$ cat src/rtl/tempo_button_controller_pkg.sv
// Shared definitions for the tempo button controller: FSM state encoding,
// default tempo limits and the tempo width.
package tempo_pkg;

    localparam int BPM_W       = 8;
    localparam int BPM_MIN     = 40;
    localparam int BPM_MAX     = 240;
    localparam int BPM_DEFAULT = 120;

    typedef enum logic [2:0] {
        ST_IDLE      = 3'd0,
        ST_HOLD_UP   = 3'd1,
        ST_HOLD_DN   = 3'd2,
        ST_REPEAT_UP = 3'd3,
        ST_REPEAT_DN = 3'd4,
        ST_CHORD     = 3'd5
    } state_t;

    // Drives the holding output: true while a single button is being held.
    function automatic logic is_hold_state(input state_t s);
        logic r;
        case (s)
            ST_HOLD_UP, ST_HOLD_DN, ST_REPEAT_UP, ST_REPEAT_DN: r = 1'b1;
            default:                                            r = 1'b0;
        endcase
        return r;
    endfunction

endpackage

$ cat src/rtl/tempo_button_controller_if.sv
// Bundle of debounced button events (from the debouncers) and the tempo
// outputs (to the beat generator).
interface tempo_button_controller_if #(
    parameter int BPM_W = tempo_pkg::BPM_W
);
    logic             up_pressed;
    logic             up_released;
    logic             up_state;
    logic             down_pressed;
    logic             down_released;
    logic             down_state;
    logic [BPM_W-1:0] bpm;
    logic             bpm_changed;
    logic             holding;

    modport master (
        output up_pressed, up_released, up_state,
        output down_pressed, down_released, down_state,
        input  bpm, bpm_changed, holding
    );

    modport slave (
        input  up_pressed, up_released, up_state,
        input  down_pressed, down_released, down_state,
        output bpm, bpm_changed, holding
    );
endinterface

$ cat src/rtl/tempo_button_controller_ms_tick_gen.sv
// Millisecond tick prescaler: tick is high for one cycle every TICK_DIV
// cycles; clear restarts the count so a new state always sees a full period.
module ms_tick_gen #(
    parameter int TICK_DIV = 27000
) (
    input  logic clk,
    input  logic reset,
    input  logic clear,
    output logic tick
);
    localparam int            CW       = (TICK_DIV > 1) ? $clog2(TICK_DIV) : 1;
    localparam logic [CW-1:0] LAST     = CW'(TICK_DIV - 1);
    localparam logic [CW-1:0] PRE_LAST = CW'(TICK_DIV - 2);
    localparam logic          SINGLE   = (TICK_DIV == 1);

    logic [CW-1:0] cnt_r;
    logic          tick_r;

    // Prescaler; tick_r is precomputed one count early so it is high exactly
    // while cnt_r sits at its wrap value.
    always_ff @(posedge clk) begin
        if (reset) begin
            cnt_r  <= {CW{1'b0}};
            tick_r <= 1'b0;
        end else if (clear) begin
            cnt_r  <= {CW{1'b0}};
            tick_r <= SINGLE;
        end else begin
            cnt_r  <= (cnt_r == LAST) ? {CW{1'b0}} : cnt_r + {{(CW-1){1'b0}}, 1'b1};
            tick_r <= SINGLE | (cnt_r == PRE_LAST);
        end
    end

    assign tick = tick_r;
endmodule

$ cat src/rtl/tempo_button_controller.sv
// Turns debounced up/down button events into a BPM value with single step,
// auto-repeat and chord-to-default. `define TEMPO_WRAP_EN to wrap at the limits.
module tempo_button_controller #(
    parameter int TICK_DIV      = 27000,
    parameter int LONG_PRESS_MS = 500,
    parameter int REPEAT_MS     = 100,
    parameter int BPM_W         = tempo_pkg::BPM_W,
    parameter int BPM_MIN       = tempo_pkg::BPM_MIN,
    parameter int BPM_MAX       = tempo_pkg::BPM_MAX,
    parameter int BPM_DEFAULT   = tempo_pkg::BPM_DEFAULT
) (
    input  logic                      clk,
    input  logic                      reset,
    tempo_button_controller_if.slave  bus
);
    import tempo_pkg::*;

`ifdef TEMPO_WRAP_EN
    localparam logic WRAP_EN = 1'b1;
`else
    localparam logic WRAP_EN = 1'b0;
`endif

    localparam int MS_MAX = (LONG_PRESS_MS > REPEAT_MS) ? LONG_PRESS_MS : REPEAT_MS;
    localparam int MS_W   = $clog2(MS_MAX + 1);

    localparam logic [BPM_W-1:0] BPM_MIN_V  = BPM_W'(BPM_MIN);
    localparam logic [BPM_W-1:0] BPM_MAX_V  = BPM_W'(BPM_MAX);
    localparam logic [BPM_W-1:0] BPM_DEF_V  = BPM_W'(BPM_DEFAULT);
    localparam logic [MS_W-1:0]  LONG_LAST  = MS_W'(LONG_PRESS_MS - 1);
    localparam logic [MS_W-1:0]  REP_LAST   = MS_W'(REPEAT_MS - 1);
    localparam logic [MS_W-1:0]  MS_ONE     = MS_W'(1);

    // Limits are checked before the add/sub, so the arithmetic never overflows.
    function automatic logic [BPM_W-1:0] stepped(input logic [BPM_W-1:0] cur,
                                                 input logic up);
        logic [BPM_W-1:0] r;
        if (up) begin
            if (cur >= BPM_MAX_V) r = WRAP_EN ? BPM_MIN_V : cur;
            else                  r = cur + {{(BPM_W-1){1'b0}}, 1'b1};
        end else begin
            if (cur <= BPM_MIN_V) r = WRAP_EN ? BPM_MAX_V : cur;
            else                  r = cur - {{(BPM_W-1){1'b0}}, 1'b1};
        end
        return r;
    endfunction

    state_t           state_r;
    state_t           next_s;
    logic [BPM_W-1:0] bpm_r;
    logic [BPM_W-1:0] bpm_next_s;
    logic             bpm_changed_r;
    logic             holding_r;
    logic [MS_W-1:0]  ms_r;
    logic [MS_W-1:0]  ms_next_s;
    logic             clear_s;
    logic             tick_s;
    logic             own_up_s;
    logic             opp_pressed_s;
    logic             own_gone_s;
    logic [MS_W-1:0]  thresh_s;

    ms_tick_gen #(.TICK_DIV(TICK_DIV)) u_tick (
        .clk   (clk),
        .reset (reset),
        .clear (clear_s),
        .tick  (tick_s)
    );

    // Next-state, next-tempo and ms counter decisions; the four hold/repeat
    // states share one branch, selected by the button they track.
    always_comb begin
        next_s        = state_r;
        bpm_next_s    = bpm_r;
        ms_next_s     = ms_r;
        own_up_s      = (state_r == ST_HOLD_UP) || (state_r == ST_REPEAT_UP);
        opp_pressed_s = own_up_s ? bus.down_pressed : bus.up_pressed;
        own_gone_s    = own_up_s ? (bus.up_released || !bus.up_state)
                                 : (bus.down_released || !bus.down_state);
        thresh_s      = ((state_r == ST_REPEAT_UP) || (state_r == ST_REPEAT_DN))
                        ? REP_LAST : LONG_LAST;
        case (state_r)
            ST_IDLE: begin
                if ((bus.up_pressed && (bus.down_pressed || bus.down_state)) ||
                    (bus.down_pressed && bus.up_state)) begin
                    bpm_next_s = BPM_DEF_V;
                    next_s     = ST_CHORD;
                end else if (bus.up_pressed) begin
                    bpm_next_s = stepped(bpm_r, 1'b1);
                    next_s     = ST_HOLD_UP;
                end else if (bus.down_pressed) begin
                    bpm_next_s = stepped(bpm_r, 1'b0);
                    next_s     = ST_HOLD_DN;
                end else begin
                    next_s     = ST_IDLE;
                end
            end
            ST_HOLD_UP, ST_HOLD_DN, ST_REPEAT_UP, ST_REPEAT_DN: begin
                if (opp_pressed_s) begin
                    bpm_next_s = BPM_DEF_V;
                    next_s     = ST_CHORD;
                end else if (own_gone_s) begin
                    next_s     = ST_IDLE;
                end else if (tick_s && (ms_r == thresh_s)) begin
                    // Staying in REPEAT does not clear, so restart the interval here.
                    bpm_next_s = stepped(bpm_r, own_up_s);
                    next_s     = own_up_s ? ST_REPEAT_UP : ST_REPEAT_DN;
                    ms_next_s  = {MS_W{1'b0}};
                end else if (tick_s) begin
                    ms_next_s  = ms_r + MS_ONE;
                end else begin
                    ms_next_s  = ms_r;
                end
            end
            ST_CHORD: begin
                if (!bus.up_state && !bus.down_state) next_s = ST_IDLE;
                else                                  next_s = ST_CHORD;
            end
            default: next_s = ST_IDLE;
        endcase
        clear_s = (next_s != state_r);
    end

    // State, tempo register and registered status outputs.
    always_ff @(posedge clk) begin
        if (reset) begin
            state_r       <= ST_IDLE;
            bpm_r         <= BPM_DEF_V;
            bpm_changed_r <= 1'b0;
            holding_r     <= 1'b0;
            ms_r          <= {MS_W{1'b0}};
        end else begin
            state_r       <= next_s;
            bpm_r         <= bpm_next_s;
            bpm_changed_r <= (bpm_next_s != bpm_r);
            holding_r     <= is_hold_state(next_s);
            ms_r          <= clear_s ? {MS_W{1'b0}} : ms_next_s;
        end
    end

    assign bus.bpm         = bpm_r;
    assign bus.bpm_changed = bpm_changed_r;
    assign bus.holding     = holding_r;
endmodule

$ cat src/flat_wrapper.sv
// flat-port wrapper written by rule: the top's interface ports become plain ports
module tempo_button_controller_flat import tempo_pkg::*;
#(
    parameter int TICK_DIV      = 27000,
    parameter int LONG_PRESS_MS = 500,
    parameter int REPEAT_MS     = 100,
    parameter int BPM_W         = tempo_pkg::BPM_W,
    parameter int BPM_MIN       = tempo_pkg::BPM_MIN,
    parameter int BPM_MAX       = tempo_pkg::BPM_MAX,
    parameter int BPM_DEFAULT   = tempo_pkg::BPM_DEFAULT
)
  (clk, reset, bus_up_pressed, bus_up_released, bus_up_state, bus_down_pressed, bus_down_released, bus_down_state, bus_bpm, bus_bpm_changed, bus_holding);
  tempo_button_controller_if #(.BPM_W(BPM_W)) bus_i ();
  input  logic clk;
  input  logic reset;
  input wire logic [$bits(bus_i.up_pressed)-1:0] bus_up_pressed;
  input wire logic [$bits(bus_i.up_released)-1:0] bus_up_released;
  input wire logic [$bits(bus_i.up_state)-1:0] bus_up_state;
  input wire logic [$bits(bus_i.down_pressed)-1:0] bus_down_pressed;
  input wire logic [$bits(bus_i.down_released)-1:0] bus_down_released;
  input wire logic [$bits(bus_i.down_state)-1:0] bus_down_state;
  output wire logic [$bits(bus_i.bpm)-1:0] bus_bpm;
  output wire logic [$bits(bus_i.bpm_changed)-1:0] bus_bpm_changed;
  output wire logic [$bits(bus_i.holding)-1:0] bus_holding;
  assign bus_i.up_pressed = bus_up_pressed;
  assign bus_i.up_released = bus_up_released;
  assign bus_i.up_state = bus_up_state;
  assign bus_i.down_pressed = bus_down_pressed;
  assign bus_i.down_released = bus_down_released;
  assign bus_i.down_state = bus_down_state;
  assign bus_bpm = bus_i.bpm;
  assign bus_bpm_changed = bus_i.bpm_changed;
  assign bus_holding = bus_i.holding;
  tempo_button_controller #(.TICK_DIV(TICK_DIV), .LONG_PRESS_MS(LONG_PRESS_MS), .REPEAT_MS(REPEAT_MS), .BPM_W(BPM_W), .BPM_MIN(BPM_MIN), .BPM_MAX(BPM_MAX), .BPM_DEFAULT(BPM_DEFAULT)) u_core (.clk(clk), .reset(reset), .bus(bus_i));
endmodule
$ cat config.mk
export PLATFORM = sky130hd
export DESIGN_NAME = tempo_button_controller_flat
export DESIGN_NICKNAME = d
export VERILOG_FILES = /design/src/rtl/tempo_button_controller_pkg.sv /design/src/rtl/tempo_button_controller_if.sv /design/src/rtl/tempo_button_controller_ms_tick_gen.sv /design/src/rtl/tempo_button_controller.sv /design/src/flat_wrapper.sv
export SDC_FILE = /design/constraint.sdc
export NUM_CORES = 1
export LEC_CHECK = 0
export CORE_MARGIN = 10
export CORE_UTILIZATION = 50
export DETAILED_ROUTE_END_ITERATION = 8
export PLACE_DENSITY = 0.72
export SYNTH_ARGS = -nofsm -noshare
export SYNTH_HDL_FRONTEND = slang
export SYNTH_SLANG_ARGS = --single-unit
export TNS_END_PERCENT = 10
$ cat constraint.sdc
create_clock -name clk -period 2.6 [get_ports clk]
set_input_delay 0.78 -clock clk [delete_from_list [all_inputs] [get_ports clk]]
set_output_delay 0.78 -clock clk [all_outputs]
set_load 0.05 [all_outputs]
==> impl_metrics.toml <==
[layout]
diodes = 0
final_nets = 461
stdcell_count = 520
n_fill_cell = 464
fin_area_um2 = 3840
syn2layout_area_growth_pct = 37.4
drive_above_1_share = 0.317
fin_util = 0.702

[floorplan]
core_um2 = 5470
die_w_um = 94.8
dieArea_um2 = 8980
initial_utilization = 0.511
rows = 27
die_h_um = 94.8
ioPinCount = 18

[logic_synthesis]
yosysMostFrequentCell = "nor2_1"
seq_area_frac_synth = 0.272
syn-mean-instance-area_um2 = 7.60
synthCells = 368
synth_seq_cells = 38
synth_common_cells = "nor2_1, dfxtp_1, nand2_1, nor3_1"
ys_warn_count = 0
async_flop_share = 0
synthTopCellsByArea = "dfxtp_1, nor2_1, xnor2_1"
ys_types = 65
ys.flop_type = "dfxtp_1"
syn-num-nets = 381
synth_top_area_share = 0.272
synth_edf_count = 0
yosysTopAreaCell = "dfxtp_1"
netlist_area_um2 = 2800

[sta]
holdWs_ns = 0.534
hold_violations = 0
drv_slew = 0
period_share = 1.00
skew_ns = 0.00648
setup_viol = 0
fmax_ghz = 0.385
setup_tns_ns = 0
rsz0062_at_grt = "yes"
tightest_slew_ns = 0.505
max_slew_margin = 0.662
finalCriticalPeriod_ns = 2.60
timing.final.ws_setup_ns = 0.000909

[clock_network]
clk_latency_ns = 0.29
clock-root-buffer = "clkbuf_8"
clkSlewWorstSetupHoldPaths_ns = 0.08
clockBufferDepth = 2
cts-buffers-inserted = 5
cts_sinks = 38
htreeDepth = 2
cts_tree = "built"

[min_path]
worstHoldPathType = "flop to flop"

[grt]
antenna_found_initial = 0
grt-ovfl-total = 0
grt_util_all_layers = 0.190
grt_max_degree = 15
grt_pass1_vias = 2898
grt_pass1_wl_um = 14100

[worst_setup_path]
crit_required_ns = 2.81
path_class = "flop to flop"
cp-start-kind = "flop"
critPathMaxFanout = 5
reg2reg_slack_ns = 0.0009
worstSetupEndpointType = "flop"
arrival_ns = 2.81

[flow_run]
cap_violations = 0

[placed_design]
portBuffers = 17
placed_area_um2 = 3480
dp.cells = 505
dpl.hpwl_um = 6130
gp_congestion = 0.967
dp_slack_ns = -0.489

[route]
drt_iter0_drc = 349
drc_errors = 0
routed_wl_um = 8860
drt-wirelength-per-cell_um = 17.0
num_vias = 3175
ant_nets = 0
firstDrtPassIters = 5
vias_per_cell = 6.11

[status]
status = "finished, final reports clean"

[pwr]
irDropWorstVdd_v = 0.000445
p_leak_nw = 1.45
power_density_nw_per_um2 = 544
p_total_mw = 2.09
cell usage in the layout (no fill, tap or decap), drive strengths merged, types with 4 or more instances in the layout:
| cell type | instances |
|---|---|
| and2 | 5 |
| buf | 79 |
| a22oi | 4 |
| nor2b | 4 |
| nand3 | 18 |
| clkbuf | 8 |
| mux2i | 5 |
| a21oi | 18 |
| o21ai | 18 |
| and3 | 4 |
| o22ai | 4 |
| a31oi | 6 |
| nand4 | 11 |
| a211oi | 5 |
| nor3 | 24 |
| dlygate4sd2 | 4 |
| clkdlybuf4s50 | 9 |
| nor3b | 4 |
| inv | 10 |
| xnor2 | 17 |
| dfxtp | 38 |
| nor2 | 51 |
| xor2 | 9 |
| ha | 5 |
| nand2 | 32 |
critical path, stage by stage, from the launching register on:
cell      delay (ns)
dfxtp_2         0.36
ha_1            0.19
nand4_1         0.10
nor3_1          0.25
buf_4           0.19
o211ai_1        0.13
o31a_1          0.27
o221a_4         0.29
xnor2_4         0.16
nand4_4         0.21
buf_6           0.20
nor3b_1         0.16
registers in the layout (all words and copies together), names as in the netlist:
| name | count |
|---|---|
| u_core.u_tick.cnt_r | 15 |
| u_core.ms_r | 9 |
| u_core.bus.bpm | 8 |
| u_core.state_r | 3 |
| u_core.bus.bpm_changed | 1 |
| u_core.bus.holding | 1 |
| u_core.u_tick.tick | 1 |
metal layers:
layer / share of wire / GRT usage
met1: 0.43 / 0.258
met3: 0.089 / 0.0333
met5: 0 / 0
met2: 0.47 / 0.291
met4: 0.018 / 0.0723
worst paths after layout:
kind,from,endpoint,depth (start not counted)
hold / removal,u_core.u_tick.cnt_r[0]$_SDFF_PP0_,u_core.u_tick.cnt_r[0]$_SDFF_PP0_,1
setup reg to reg,u_core.ms_r[0]$_SDFFE_PP0P_,u_core.u_tick.cnt_r[1]$_SDFF_PP0_,11
hold reg to reg,u_core.u_tick.cnt_r[0]$_SDFF_PP0_,u_core.u_tick.cnt_r[0]$_SDFF_PP0_,1
setup / recovery,u_core.ms_r[0]$_SDFFE_PP0P_,u_core.u_tick.cnt_r[1]$_SDFF_PP0_,11
kinds of logic after synthesis:
| group | Yosys count | share of synthesized area |
|---|---|---|
| adder cells (fa/ha/maj) | 5 | 0.0224 |
| flip-flops | 38 | 0.272 |
| multiplexers | 6 | 0.0233 |
| AND/OR/NAND/NOR | 170 | 0.311 |
| XOR/XNOR | 26 | 0.0868 |
| buffers and inverters | 31 | 0.0528 |
| AO/OA/AOI/OAI | 92 | 0.231 |
report_power, final:
part | switching [mW] | total, mW | leakage [nW] | internal [mW]
sequential | 0.0374 | 0.653 | 0.310 | 0.615
combinational | 0.507 | 0.912 | 1.09 | 0.405
clock | 0.219 | 0.526 | 0.0573 | 0.307
total | 0.763 | 2.09 | 1.45 | 1.33
cell type report:
| class | instances | area [um^2] | area share |
|---|---|---|---|
| Clock buffer | 6 | 82.6 | 0.0215 |
| Clock inverter | 1 | 30.0 | 0.00782 |
| Inverter | 10 | 37.5 | 0.00977 |
| Multi-Input combinational cell | 299 | 2060 | 0.536 |
| Sequential cell | 38 | 769 | 0.200 |
| Tap cell | 72 | 90.1 | 0.0235 |
| Timing Repair Buffer | 94 | 772 | 0.201 |
what timing repair did:
action                                  CTS  global route
endpoints found under the hold margin     0             0
endpoints found under the setup margin   27            28
gates cloned                              2             0
buffers inserted                          4             3
hold buffers                              0             0
gates resized for setup                  26            37
pin swaps                                19            11
No activity file was read; power rests on OpenSTA's default activity.
